$ cat src/rtl/cpu_subsys_bus_decoder.sv
// Address decoder and response mux from the CPU native memory port to SRAM and peripheral bus,
// with error responses for unmapped addresses and target timeouts. Optional: CPU_SUBSYS_BUS_ERR_STICKY_EN.
module cpu_subsys_bus_decoder #(
    parameter logic [15:0] SRAM_BASE      = 16'h0000,
    parameter logic [15:0] PERIPH_BASE    = 16'h1000,
    parameter int          TIMEOUT_CYCLES = 256,
    parameter logic [31:0] ERR_RDATA      = 32'hDEAD_BEEF
) (
    input  logic        clk,
    input  logic        rst,
    input  logic        mem_valid,
    output logic        mem_ready,
    input  logic [31:0] mem_addr,
    input  logic [31:0] mem_wdata,
    input  logic [3:0]  mem_wstrb,
    output logic [31:0] mem_rdata,
    output logic [31:0] tgt_addr,
    output logic [31:0] tgt_wdata,
    output logic [3:0]  tgt_wstrb,
    output logic        sram_valid,
    input  logic        sram_ready,
    input  logic [31:0] sram_rdata,
    output logic        periph_valid,
    input  logic        periph_ready,
    input  logic [31:0] periph_rdata,
`ifdef CPU_SUBSYS_BUS_ERR_STICKY_EN
    output logic [31:0] err_addr,
    input  logic        err_clr,
`endif
    output logic        bus_err
);

    localparam int CW = (TIMEOUT_CYCLES > 2) ? $clog2(TIMEOUT_CYCLES) : 1;
    localparam logic [CW-1:0] CNT_LAST = CW'(TIMEOUT_CYCLES - 1);

    typedef enum logic [1:0] {
        IDLE        = 2'd0,
        WAIT_SRAM   = 2'd1,
        WAIT_PERIPH = 2'd2,
        RESP        = 2'd3
    } state_t;

    state_t        state_reg, state_next;
    logic [CW-1:0] cnt_reg, cnt_next;
    logic [31:0]   rdata_reg, rdata_next;
    logic          ready_reg;
    logic          err_reg;
    logic          err_next;

    assign tgt_addr  = mem_addr;
    assign tgt_wdata = mem_wdata;
    assign tgt_wstrb = mem_wstrb;

    // State register; response flags are registered so the CPU sees clean pulses in RESP.
    always_ff @(posedge clk or posedge rst) begin
        if (rst) begin
            state_reg <= IDLE;
            cnt_reg   <= '0;
            rdata_reg <= '0;
            ready_reg <= 1'b0;
            err_reg   <= 1'b0;
        end else begin
            state_reg <= state_next;
            cnt_reg   <= cnt_next;
            rdata_reg <= rdata_next;
            ready_reg <= (state_next == RESP);
            err_reg   <= err_next;
        end
    end

    always_comb begin
        state_next = state_reg;
        cnt_next   = cnt_reg;
        rdata_next = rdata_reg;
        err_next   = 1'b0;
        case (state_reg)
            IDLE: begin
                if (mem_valid) begin
                    if (mem_addr[31:16] == SRAM_BASE) begin
                        state_next = WAIT_SRAM;
                        cnt_next   = '0;
                    end else if (mem_addr[31:16] == PERIPH_BASE) begin
                        state_next = WAIT_PERIPH;
                        cnt_next   = '0;
                    end else begin
                        state_next = RESP;
                        rdata_next = ERR_RDATA;
                        err_next   = 1'b1;
                    end
                end
            end
            WAIT_SRAM: begin
                // A ready coinciding with the last wait cycle still wins.
                if (sram_ready) begin
                    state_next = RESP;
                    rdata_next = sram_rdata;
                end else if (cnt_reg == CNT_LAST) begin
                    state_next = RESP;
                    rdata_next = ERR_RDATA;
                    err_next   = 1'b1;
                end else begin
                    cnt_next = cnt_reg + CW'(1);
                end
            end
            WAIT_PERIPH: begin
                if (periph_ready) begin
                    state_next = RESP;
                    rdata_next = periph_rdata;
                end else if (cnt_reg == CNT_LAST) begin
                    state_next = RESP;
                    rdata_next = ERR_RDATA;
                    err_next   = 1'b1;
                end else begin
                    cnt_next = cnt_reg + CW'(1);
                end
            end
            default: begin
                state_next = IDLE;
            end
        endcase
    end

    always_comb begin
        sram_valid   = (state_reg == WAIT_SRAM);
        periph_valid = (state_reg == WAIT_PERIPH);
        mem_ready    = ready_reg;
        bus_err      = err_reg;
        mem_rdata    = rdata_reg;
    end

`ifdef CPU_SUBSYS_BUS_ERR_STICKY_EN
    logic [31:0] err_addr_reg;
    logic        sticky_reg;

    // A clear in the same cycle as a new error re-arms capture for that error.
    always_ff @(posedge clk or posedge rst) begin
        if (rst) begin
            err_addr_reg <= '0;
            sticky_reg   <= 1'b0;
        end else if (err_next && (!sticky_reg || err_clr)) begin
            err_addr_reg <= mem_addr;
            sticky_reg   <= 1'b1;
        end else if (err_clr) begin
            sticky_reg <= 1'b0;
        end
    end

    assign err_addr = err_addr_reg;
`endif

endmodule

$ cat config.mk
export PLATFORM = sky130hd
export DESIGN_NAME = cpu_subsys_bus_decoder
export DESIGN_NICKNAME = d
export VERILOG_FILES = /design/src/rtl/cpu_subsys_bus_decoder.sv
export SDC_FILE = /design/constraint.sdc
export NUM_CORES = 1
export LEC_CHECK = 0
export BUFFER_PORTS_ARGS = -buffer_cell sky130_fd_sc_hd__buf_4
export CAP_MARGIN = 20
export CORE_AREA = 2 2 94 96
export DETAILED_ROUTE_END_ITERATION = 10
export DIE_AREA = 0 0 96 98
export PLACE_DENSITY = 0.78
export SLEW_MARGIN = 15
export SYNTH_ARGS = -nofsm -noshare
export SYNTH_HDL_FRONTEND = slang
export SYNTH_SLANG_ARGS = --single-unit
$ cat constraint.sdc
create_clock -name clk -period 5.95 [get_ports clk]
set_input_delay 1.19 -clock clk [delete_from_list [all_inputs] [get_ports clk]]
set_output_delay 1.19 -clock clk [all_outputs]
set_load 0.01 [all_outputs]
==> run metrics, run 1 <==
switching share of power between 40 and 50%; CP max FO 25; Num Clock Sinks 44; Die Y approximately 98 um; row count 34; transition time of the tightest slew-check pin 988 ps; clock slew at reported path FFs 90 ps; Seq pwr share ~26%; Rel. slew slack ~34%; status finished, final reports clean; worst skew pair latency 290 ps; vias after detailed routing 2749; leakage power 1.69 nW; Critical Path AT 3650 ps; Post-synth ARST share 100%; Hold Crit Class flip-flop to flip-flop; GRT Util Overall a little under a fifth; Routed Antenna Nets 0; CTS Buf Count 5; Area Overhead vs Synth 21.2%; largest net degree at the start of global routing 65; clock share of power 11.5%; reg2reg start state_reg[0]$_DFF_PP0_; Starting Density between 30% and 40%; fmax 0.293 GHz; NetSw between 0.8 and 0.9 mW; H-tree depth 2; diodes inserted 0; Ports 241; Vias per Instance around 5.5; Die X 96 um; core area 8470 um^2; Yosys cell types 45; hold-critical path depth 1; Root Buffer clkbuf_8; Max rail drop VDD roughly 0.34 mV; CTS Hold Bufs 0; count of pins over their slew limit 0; Reg area about 1100 um^2; fin cells 498; commonest cells after routing, fill and taps aside 138 x buf_4, 44 x dfrtp_1, 35 x nand2_1; MaxCap Viol Count 0; commonest non-fill, non-tap cell in the layout buf_4; number of synthesized flops with an enable pin 0; Tmin final 3410 ps; Post-Syn Area approximately 3000 um^2; max FFs per register 32; syn nets 480; CTS Buffer Depth 2; DR pass1 iterations 4; Initial DRC Count 164; post-cts sizing count 0; RSZ-0062 raised after global routing no; fillers approximately 840; #FFs+latches synth 44; # DRC 0; first-pass GRT wire length 13800 um; CP Data Required Time roughly 6200 ps; Critical Path Source Type input port; Die ar. 9410 um^2; Reg2Reg Depth 6; Total Neg Setup Slack 0 ps; share of cells above drive strength 1 about two fifths; post-DP HPWL 6460 um; Final Hold Viols 0; final wirelength 8800 um; clock skew between 3 and 4 ps; dpl cells a little under 500; gpl congestion 0.847; Worst Setup End Kind flip-flop; Post-Synthesis Cells 337; Syn Area/Cell around 9 um^2; crit share post-route 57.4%; grt total ovfl 0; hold path startpoint mem_rdata[12]$_DFFE_PP0P_; sequential element share of the synthesized area 35.9%; Post-synth top flop dfrtp_1; Final nets 532; Worst Hold Path EP mem_rdata[12]$_DFFE_PP0P_; area occupied by multi-input gates 1310 um^2; number of post-CTS setup repair buffers 0; PortBufs approximately 140; Power Density between 500 and 600 nW/um^2; final setup violation count 0; Crit Path Class input port to flip-flop; number of synthesis warnings 0; reg2reg setup slack 2700 ps; number of global-route vias before repair 2826; P_int between 1 and 1.5 mW; reg2reg end mem_rdata[1]$_DFFE_PP0P_; WL per Instance 17.7 um; combinational power share 62.7%; TritonCTS clock tree done; initial antenna violation count 0
through the flow:
step           utilization [%]  worst slack, ps  cell area (um^2)  power [mW]  hold WS (ps)
6_report                  43.9             2540              3720        2.02           498
5_1_grt                   43.9             2270              3720        2.21           523
4_1_cts                   43.9             2480              3720        2.04           504
3_5_place_dp              42.7             2170              3610        1.81           483
3_3_place_gp              42.7             2310              3610        1.73           474
2_1_floorplan                -             3390              3070        1.46           505
worst max-delay path, stage by stage:
cell and delay, ps:
buf_4 120, nor4_2 290, nand4_2 280, a31oi_4 690, or2_1 780, o22a_1 280
logic make-up (layout without fill, tap and decap cells):
logic type | count (synthesis) | after routing | synth area share (%)
AOI/OAI and AO/OA | 114 | 114 | 28.2
adders and majority gates | 6 | 6 | 2.45
buffers and inverters | 102 | 155 | 21.7
DFF | 44 | 44 | 35.9
and+or+nand+nor | 71 | 71 | 11.8
cell usage after synthesis (all sizes together) (2+ instances only):
master   count  area (um^2)
clkbuf      15         57.6
and2         3         18.8
a22oi       33          248
nand2b       2         12.5
nor3         2         10.0
o2bb2ai      8         70.1
o31ai        3         22.5
o22a        24          210
a21oi        6         33.8
ha           6         75.1
nor4         4         43.8
buf         78          574
nand2       35          131
a31oi       27          184
inv          9         33.8
dfrtp       44         1100
o21ai        4         20.0
or2          2         12.5
nor2         4         15.0
nand4        4         31.3
nand3        8         40.0
nor2b        3         18.8
layer usage:
| layer | routed length [um] | part of all wire [%] | vias up | track usage (%) |
|---|---|---|---|---|
| met5 | 0 | 0 | - | 0 |
| met4 | 199 | 2.3 | 0 | 6.81 |
| met3 | 680 | 7.7 | 22 | 4.09 |
| met2 | 4460 | 51 | 151 | 33.3 |
| met1 | 3460 | 39 | 1299 | 21.3 |
| li1 | - | - | 1277 | - |
final cells by class:
type | count | share of cell area (%)
Clock inverter | 2 | 0.942
Timing Repair Buffer | 138 | 27.9
Multi-Input combinational cell | 191 | 35.1
Sequential cell | 44 | 29.6
Tap cell | 108 | 3.63
Inverter | 9 | 0.908
Clock buffer | 6 | 1.95
worst max-delay path by stage:
stage,startpoint,endpoint,cells past startpoint
4_1_cts,mem_addr[18],mem_rdata[27]$_DFFE_PP0P_,6
2_1_floorplan,mem_addr[18],cnt_reg[5]$_DFFE_PP0P_,6
6_report,mem_addr[18],mem_rdata[1]$_DFFE_PP0P_,6
3_5_place_dp,mem_addr[18],mem_rdata[1]$_DFFE_PP0P_,6
3_3_place_gp,mem_addr[18],mem_rdata[6]$_DFFE_PP0P_,6
5_1_grt,mem_addr[17],mem_rdata[6]$_DFFE_PP0P_,6
power groups by stage:
stage	clock (mW)	sequential [mW]	combinational, mW
6_report	0.231	0.522	1.27
2_1_floorplan	0	0.556	0.909
4_1_cts	0.240	0.523	1.28
3_5_place_dp	0	0.527	1.28
3_3_place_gp	0	0.520	1.21
5_1_grt	0.252	0.540	1.41
Power figures use the tool's default switching activity.
==> run 2, diff against run 1 <==
--- a/config.mk
+++ b/config.mk
@@ -5,12 +5,13 @@
 export SDC_FILE = /design/constraint.sdc
 export NUM_CORES = 1
 export LEC_CHECK = 0
+export ABC_AREA = 1
 export BUFFER_PORTS_ARGS = -buffer_cell sky130_fd_sc_hd__buf_4
 export CAP_MARGIN = 20
-export CORE_AREA = 2 2 94 96
+export CORE_MARGIN = 2
+export CORE_UTILIZATION = 40
 export DETAILED_ROUTE_END_ITERATION = 10
-export DIE_AREA = 0 0 96 98
-export PLACE_DENSITY = 0.78
+export PLACE_DENSITY = 0.81
 export SLEW_MARGIN = 15
 export SYNTH_ARGS = -nofsm -noshare
 export SYNTH_HDL_FRONTEND = slang
==> constraint.sdc (replaced) <==
create_clock -name clk -period 2.9 [get_ports clk]
set_input_delay 0.58 -clock clk [delete_from_list [all_inputs] [get_ports clk]]
set_output_delay 0.58 -clock clk [all_outputs]
set_load 0.01 [all_outputs]
==> run 2 against run 1 <==
Effect of this change: clock-buffer cell count stayed put; sequential cell count stayed put; clock skew is 0.60 ps lower; routed wire length is 17% higher; design area is 23% higher; non-clock buffer count is 2 higher; critical path type is now flip-flop to output pin; critical path depth is 3 lower; highest routed layer unchanged; global-route usage is 0.61 points higher; combinational power is 140% higher.
==> run metrics, run 2 <==
GRT Util Overall 19.3% (+0.61 points); Starting Density 40.5% (+4.3 points); final setup violation count 0 (unchanged); H-tree depth 2 (unchanged); Initial DRC Count 183 (+12%); DR pass1 iterations 5 (+1); reg2reg setup slack 760 ps (-1940 ps); number of synthesized flops with an enable pin 0 (unchanged); post-layout util 47.4% (+3.5 points); Worst Setup End Kind output pin; #FFs+latches synth 44 (unchanged); Area Overhead vs Synth 16.9%; fillers 1016 (+22%); post-cts sizing count 0 (unchanged); syn nets 766 (+60%); Reg2Reg Depth 10 (+4); Rel. slew slack 37.1% (+2.9 points); Yosys top cell by area dfrtp_1; diodes inserted 0 (unchanged); Buffers & Inverters on Critical Path 2 (+1); number of synthesis warnings 0 (unchanged); CP cell instances inv_1, ha_1, buf_4; TritonCTS clock tree done; Hold Crit Class input port to asynchronous set/reset pin; Die Y 103 um (+4.9%); RSZ-0062 raised after global routing no; CP max FO 15 (-40%); share of cells above drive strength 1 27.1% (-12 points); Vias per Instance 4.76 (-14%); Synth top cells by count 237 x nand2_1, 84 x nand3_1, 69 x buf_4, 55 x inv_1, 44 x dfrtp_1; leakage power 2.51 nW (+48%); Pwr Total 4.46 mW (+120%); post-DP HPWL 7280 um (+13%); slowest library cell on the worst path ha_1; row count 36 (+5.9%); Final nets 817 (+54%); WL per Instance 12.8 um (-28%); Total Neg Setup Slack 0 ps (unchanged); Post-Synthesis Cells 623 (+85%); fmax around 0.45 GHz; commonest cells after routing, fill and taps aside 237 x nand2_1, 140 x buf_4, 84 x nand3_1; crit share post-route 76.6%; CTS Hold Bufs 0 (unchanged); grt total ovfl 0 (unchanged); number of global-route vias before repair 3437 (+22%); PortBufs 136 (unchanged); core area 9640 um^2 (+14%); Tmin final 2220 ps; CTS Buffer Depth 2 (unchanged); Post-synth top flop dfrtp_1; reg2reg start state_reg[0]$_DFF_PP0_; count leader, synth nand2_1; Critical Path Source Type flip-flop; post-synth top area share 28.2% (-7.7 points); Die ar. 10600 um^2 (+12%); final wirelength 10300 um (+17%); gpl congestion 0.847 (about the same); Num Clock Sinks 44 (unchanged); Post-synth ARST share 100% (unchanged); Crit Path Class flip-flop to output pin; initial antenna violation count 0 (unchanged); worst skew pair latency 290 ps (about the same); Yosys cell types 27 (-40%); Routed Antenna Nets 0 (unchanged); Power Density 976 nW/um^2 (+80%); Max rail drop VDD 0.483 mV (+42%); Critical Path AT 1640 ps (-2010 ps); count of pins over their slew limit 0 (unchanged); transition time of the tightest slew-check pin 942 ps (-45.6 ps); commonest non-fill, non-tap cell in the layout nand2_1; vias after detailed routing 3845 (+40%); top post-synthesis cells by area dfrtp_1 28%, nand2_1 23%, buf_4 13%; fin cells 808 (+62%); CTS Buf Count 5 (unchanged); reg2reg end mem_rdata[17]$_DFFE_PP0P_; number of post-CTS setup repair buffers 0 (unchanged); Syn Area/Cell 6.27 um^2 (-31%); max FFs per register 32 (unchanged); CP max stage delay 560 ps (-220 ps); # DRC 0 (unchanged); clock skew 2.89 ps (-0.598 ps); sequential element share of the synthesized area 28.2% (-7.7 points); Die X 103 um (+7.1%); CP Data Required Time 2320 ps (-3860 ps); Final Hold Viols 0 (unchanged); Post-Syn Area 3910 um^2 (+27%); status finished, final reports clean; Root Buffer clkbuf_8; Ports 241 (unchanged); dpl cells 800 (+63%); largest net degree at the start of global routing 45 (-31%); MaxCap Viol Count 0 (unchanged); Worst path top cell family by delay adder cells; clock slew at reported path FFs 80 ps (about the same); first-pass GRT wire length 16300 um (+18%)
## run 2: cell types whose count changed in the layout (fill, tap and decap cells not counted), moves of 19 or more
cell     before  now
a22oi_1      33    0
nand2_1      35  237
a31oi_1      26    0
inv_1         8   54
nand3_1       8   84
o22a_1       24    0
nor2_1        4   23
## run 2: stage by stage
step                      hold WS, ps  setup slack [ps]  instance area (um^2)
after floorplan                   468              1200                  3910
after global placement            493               814                  4470
after detailed placement          495               772                  4470
after CTS                         517               666                  4570
after global routing              547               502                  4570
final                             500               678                  4570
## run 2: per-layer routing
metal  vias up  track usage, %  routed length (um)
li1       1961               -                   -
met1      1710            25.8                4530
met2       150            31.4                4830
met3        24            3.86                 761
met4         0            6.17                 206
met5         -               0                   0
## run 2: cell families after synthesis
logic type      count (synthesis)  synth area share, %
fa+ha+maj                       6                 1.92
simple gates                  386                 43.2
flops                          44                 28.2
xor+xnor                        2                0.448
compound gates                 24                 3.33
buf+inv                       161                 22.9
## run 2: how the worst max path moves through the flow
stage | depth (start not counted) | slack (ps) | from | to
after global routing | 10 | 500 | state_reg[1]$_DFF_PP0_ | mem_rdata[14]$_DFFE_PP0P_
after global placement | 10 | 810 | state_reg[0]$_DFF_PP0_ | mem_rdata[29]$_DFFE_PP0P_
final | 3 | 680 | state_reg[1]$_DFF_PP0_ | sram_valid
after detailed placement | 10 | 770 | state_reg[0]$_DFF_PP0_ | mem_rdata[29]$_DFFE_PP0P_
after floorplan | 11 | 1200 | state_reg[0]$_DFF_PP0_ | mem_rdata[29]$_DFFE_PP0P_
after CTS | 3 | 670 | state_reg[1]$_DFF_PP0_ | sram_valid
## run 2: power by group
group          internal (mW)  switching [mW]  total [mW]
clock network          0.190           0.209       0.400
registers              0.875           0.199        1.07
logic                   1.13            1.86        2.99
total                   2.19            2.27        4.46
## run 2: final cells by class
class | count | area, um^2 | share of cell area (%)
Multi-Input combinational cell | 418 | 1910 | 41.9
Sequential cell | 44 | 1100 | 24.1
Timing Repair Buffer | 140 | 1050 | 23.0
Inverter | 65 | 244 | 5.34
Tap cell | 133 | 166 | 3.64
Clock buffer | 6 | 82.6 | 1.81
Clock inverter | 2 | 10.0 | 0.219
==> run 3, diff against run 2 <==
==> constraint.sdc (replaced) <==
create_clock -name clk -period 1.9 [get_ports clk]
set_input_delay 0.38 -clock clk [delete_from_list [all_inputs] [get_ports clk]]
set_output_delay 0.38 -clock clk [all_outputs]
set_load 0.01 [all_outputs]
==> run 3 against run 2 <==
Effect of this change: core utilization up 1.2 points; global-route usage is 0.60 points higher; sequential cell count is the same; total power up 57%; design area up 2.5%; worst hold slack worse by 390 ps; register-to-register slack worse by 580 ps; clock power grew 40%; clock-buffer cell count is the same; largest cell class unchanged; largest power group unchanged.
==> run metrics, run 3 (same netlist as run 2, synthesis figures left out) <==
CP Data Required Time 1520 ps (-800 ps); worst skew pair latency 300 ps (about the same); max FFs per register 32 (unchanged); CP cell instances inv_1, ha_2, buf_4, buf_4; Buffers & Inverters on Critical Path 3 (+1); slowest library cell on the worst path dfrtp_1; final setup violation count 0 (unchanged); share of cells above drive strength 1 28.3% (+1.2 points); Die X 103 um (unchanged); P_int 3.49 mW (+59%); Critical Path Source Type flip-flop; CTS Hold Bufs 0 (unchanged); Vias per Instance 4.71 (-0.96%); Ports 241 (unchanged); NetSw 3.51 mW (+55%); Max rail drop VDD 0.585 mV (+21%); grt total ovfl 0 (unchanged); Power Density 1500 nW/um^2 (+53%); clock slew at reported path FFs 80 ps (about the same); Area Overhead vs Synth 19.8%; clock skew 6.50 ps (+3.61 ps); commonest non-fill, non-tap cell in the layout nand2_1; PortBufs 136 (unchanged); transition time of the tightest slew-check pin 330 ps (-612 ps); Total Neg Setup Slack 0 ps (unchanged); clock share of power 8.0% (-1.0 points); Num Clock Sinks 44 (unchanged); GRT Util Overall 19.9% (+0.60 points); Final Hold Viols 0 (unchanged); global routing usage on met1 25.1% (-0.71 points); commonest cells after routing, fill and taps aside 237 x nand2_1, 149 x buf_4, 84 x nand3_1; combinational power share 68.5% (+1.6 points); number of global-route vias before repair 3588 (+4.4%); status finished, final reports clean; Root Buffer clkbuf_8; RSZ-0062 raised after global routing yes; TritonCTS clock tree done; GR Util met2 34.2% (+2.8 points); diodes inserted 0 (unchanged); Rel. slew slack 78.0% (+41 points); Crit Path Class flip-flop to output pin; DR pass1 iterations 4 (-1); Die Y 103 um (unchanged); Initial DRC Count 200 (+9.3%); MaxCap Viol Count 0 (unchanged); Tmin final 1830 ps; count of pins over their slew limit 0 (unchanged); Routed Antenna Nets 0 (unchanged); Worst Setup End Kind output pin; vias after detailed routing 3860 (+0.39%); Worst path top cell family by delay buffers and inverters; row count 36 (unchanged); core area 9640 um^2 (unchanged); switching share of power 50.2% (-0.65 points); Area after DPL 4580 um^2 (+2.4%); gpl congestion 0.876 (+3.4%); first-pass GRT wire length 16800 um (+2.9%); leakage power 2.57 nW (+2.4%); initial antenna violation count 0 (unchanged); Die ar. 10600 um^2 (unchanged); fmax 0.545 GHz; CTS Buffer Depth 2 (unchanged); Final Hold Slack 113 ps (-387 ps); H-tree depth 2 (unchanged); Critical Path AT 1450 ps (-190 ps); reg2reg start state_reg[0]$_DFF_PP0_; Starting Density 40.5% (unchanged); Setup crit start state_reg[1]$_DFF_PP0_; busiest grt layer met2; CP max stage delay 420 ps (-140 ps); crit-path most repeated cell buf_4; Final nets 829 (+1.5%); WL per Instance 12.8 um (+0.18%); GR Util met3 3.66% (-0.20 points); CTS Buf Count 5 (unchanged); CP max FO 10 (-5); Seq pwr share 23.5% (-0.6 points); final wirelength 10500 um (+1.5%); crit share post-route 96.5%; largest net degree at the start of global routing 45 (unchanged); fin area 4680 um^2 (+2.5%); post-DP HPWL 7620 um (+4.7%); Hold Crit Class input port to asynchronous set/reset pin; # DRC 0 (unchanged)
-- run 3: cell count changes in the layout (fill, tap and decap cells not counted), sizes merged --
cell	before	now
buf	140	152
clkinv	2	1
-- run 3: area by class of cell --
cell class,count,area [um^2]
Fill cell,1019,4960
Multi-Input combinational cell,418,1920
Tap cell,133,166
Clock buffer,6,72.6
Sequential cell,44,1100
Timing Repair Buffer,152,1170
Inverter,65,246
Clock inverter,1,5.00
-- run 3: metal layers --
layer  wire (um)  vias to the layer above
met2        5080                      118
li1            -                     1984
met4         199                        0
met1        4550                     1730
met3         650                       28
met5           0                        -
-- run 3: final timing paths --
path | end | depth (start not counted) | slack, ps
worst max-delay path | sram_valid | 4 | 70
worst min-delay path | cnt_reg[2]$_DFFE_PP0P_ | 3 | 110
worst max register to register | mem_rdata[20]$_DFFE_PP0P_ | 9 | 180
worst min register to register | mem_rdata[23]$_DFFE_PP0P_ | 2 | 510
max in group asynchronous | mem_rdata[2]$_DFFE_PP0P_ | 3 | 1580
min in group clk | mem_rdata[28]$_DFFE_PP0P_ | 5 | 390
-- run 3: worst min-delay path, stage by stage --
cell    delay (ps)
buf_4          110
inv_2           50
buf_12         240
-- run 3: power by group through the flow --
stage / clock network [mW] / registers, mW / logic (mW)
2_1_floorplan: 0 / 1.73 / 3.27
5_1_grt: 0.628 / 1.69 / 5.44
3_5_place_dp: 0 / 1.65 / 4.77
3_3_place_gp: 0 / 1.66 / 4.65
4_1_cts: 0.585 / 1.64 / 4.77
6_report: 0.562 / 1.64 / 4.79
-- run 3: repair_timing --
item,CTS,global route
endpoints found under the hold margin,0,0
setup buffers,0,1
resized for setup,0,5
endpoints found under the setup margin,0,37
-- run 3: per-stage QoR --
step / setup slack (ps) / util, % / total power, mW / instances
after floorplan: 202 / - / 5.00 / 623
after global placement: 129 / 47.5 / 6.31 / 811
after detailed placement: 62.9 / 47.5 / 6.42 / 811
after CTS: 4.12 / 48.3 / 6.99 / 818
after global routing: -23.1 / 48.6 / 7.76 / 819
final: 66.2 / 48.6 / 7.00 / 819
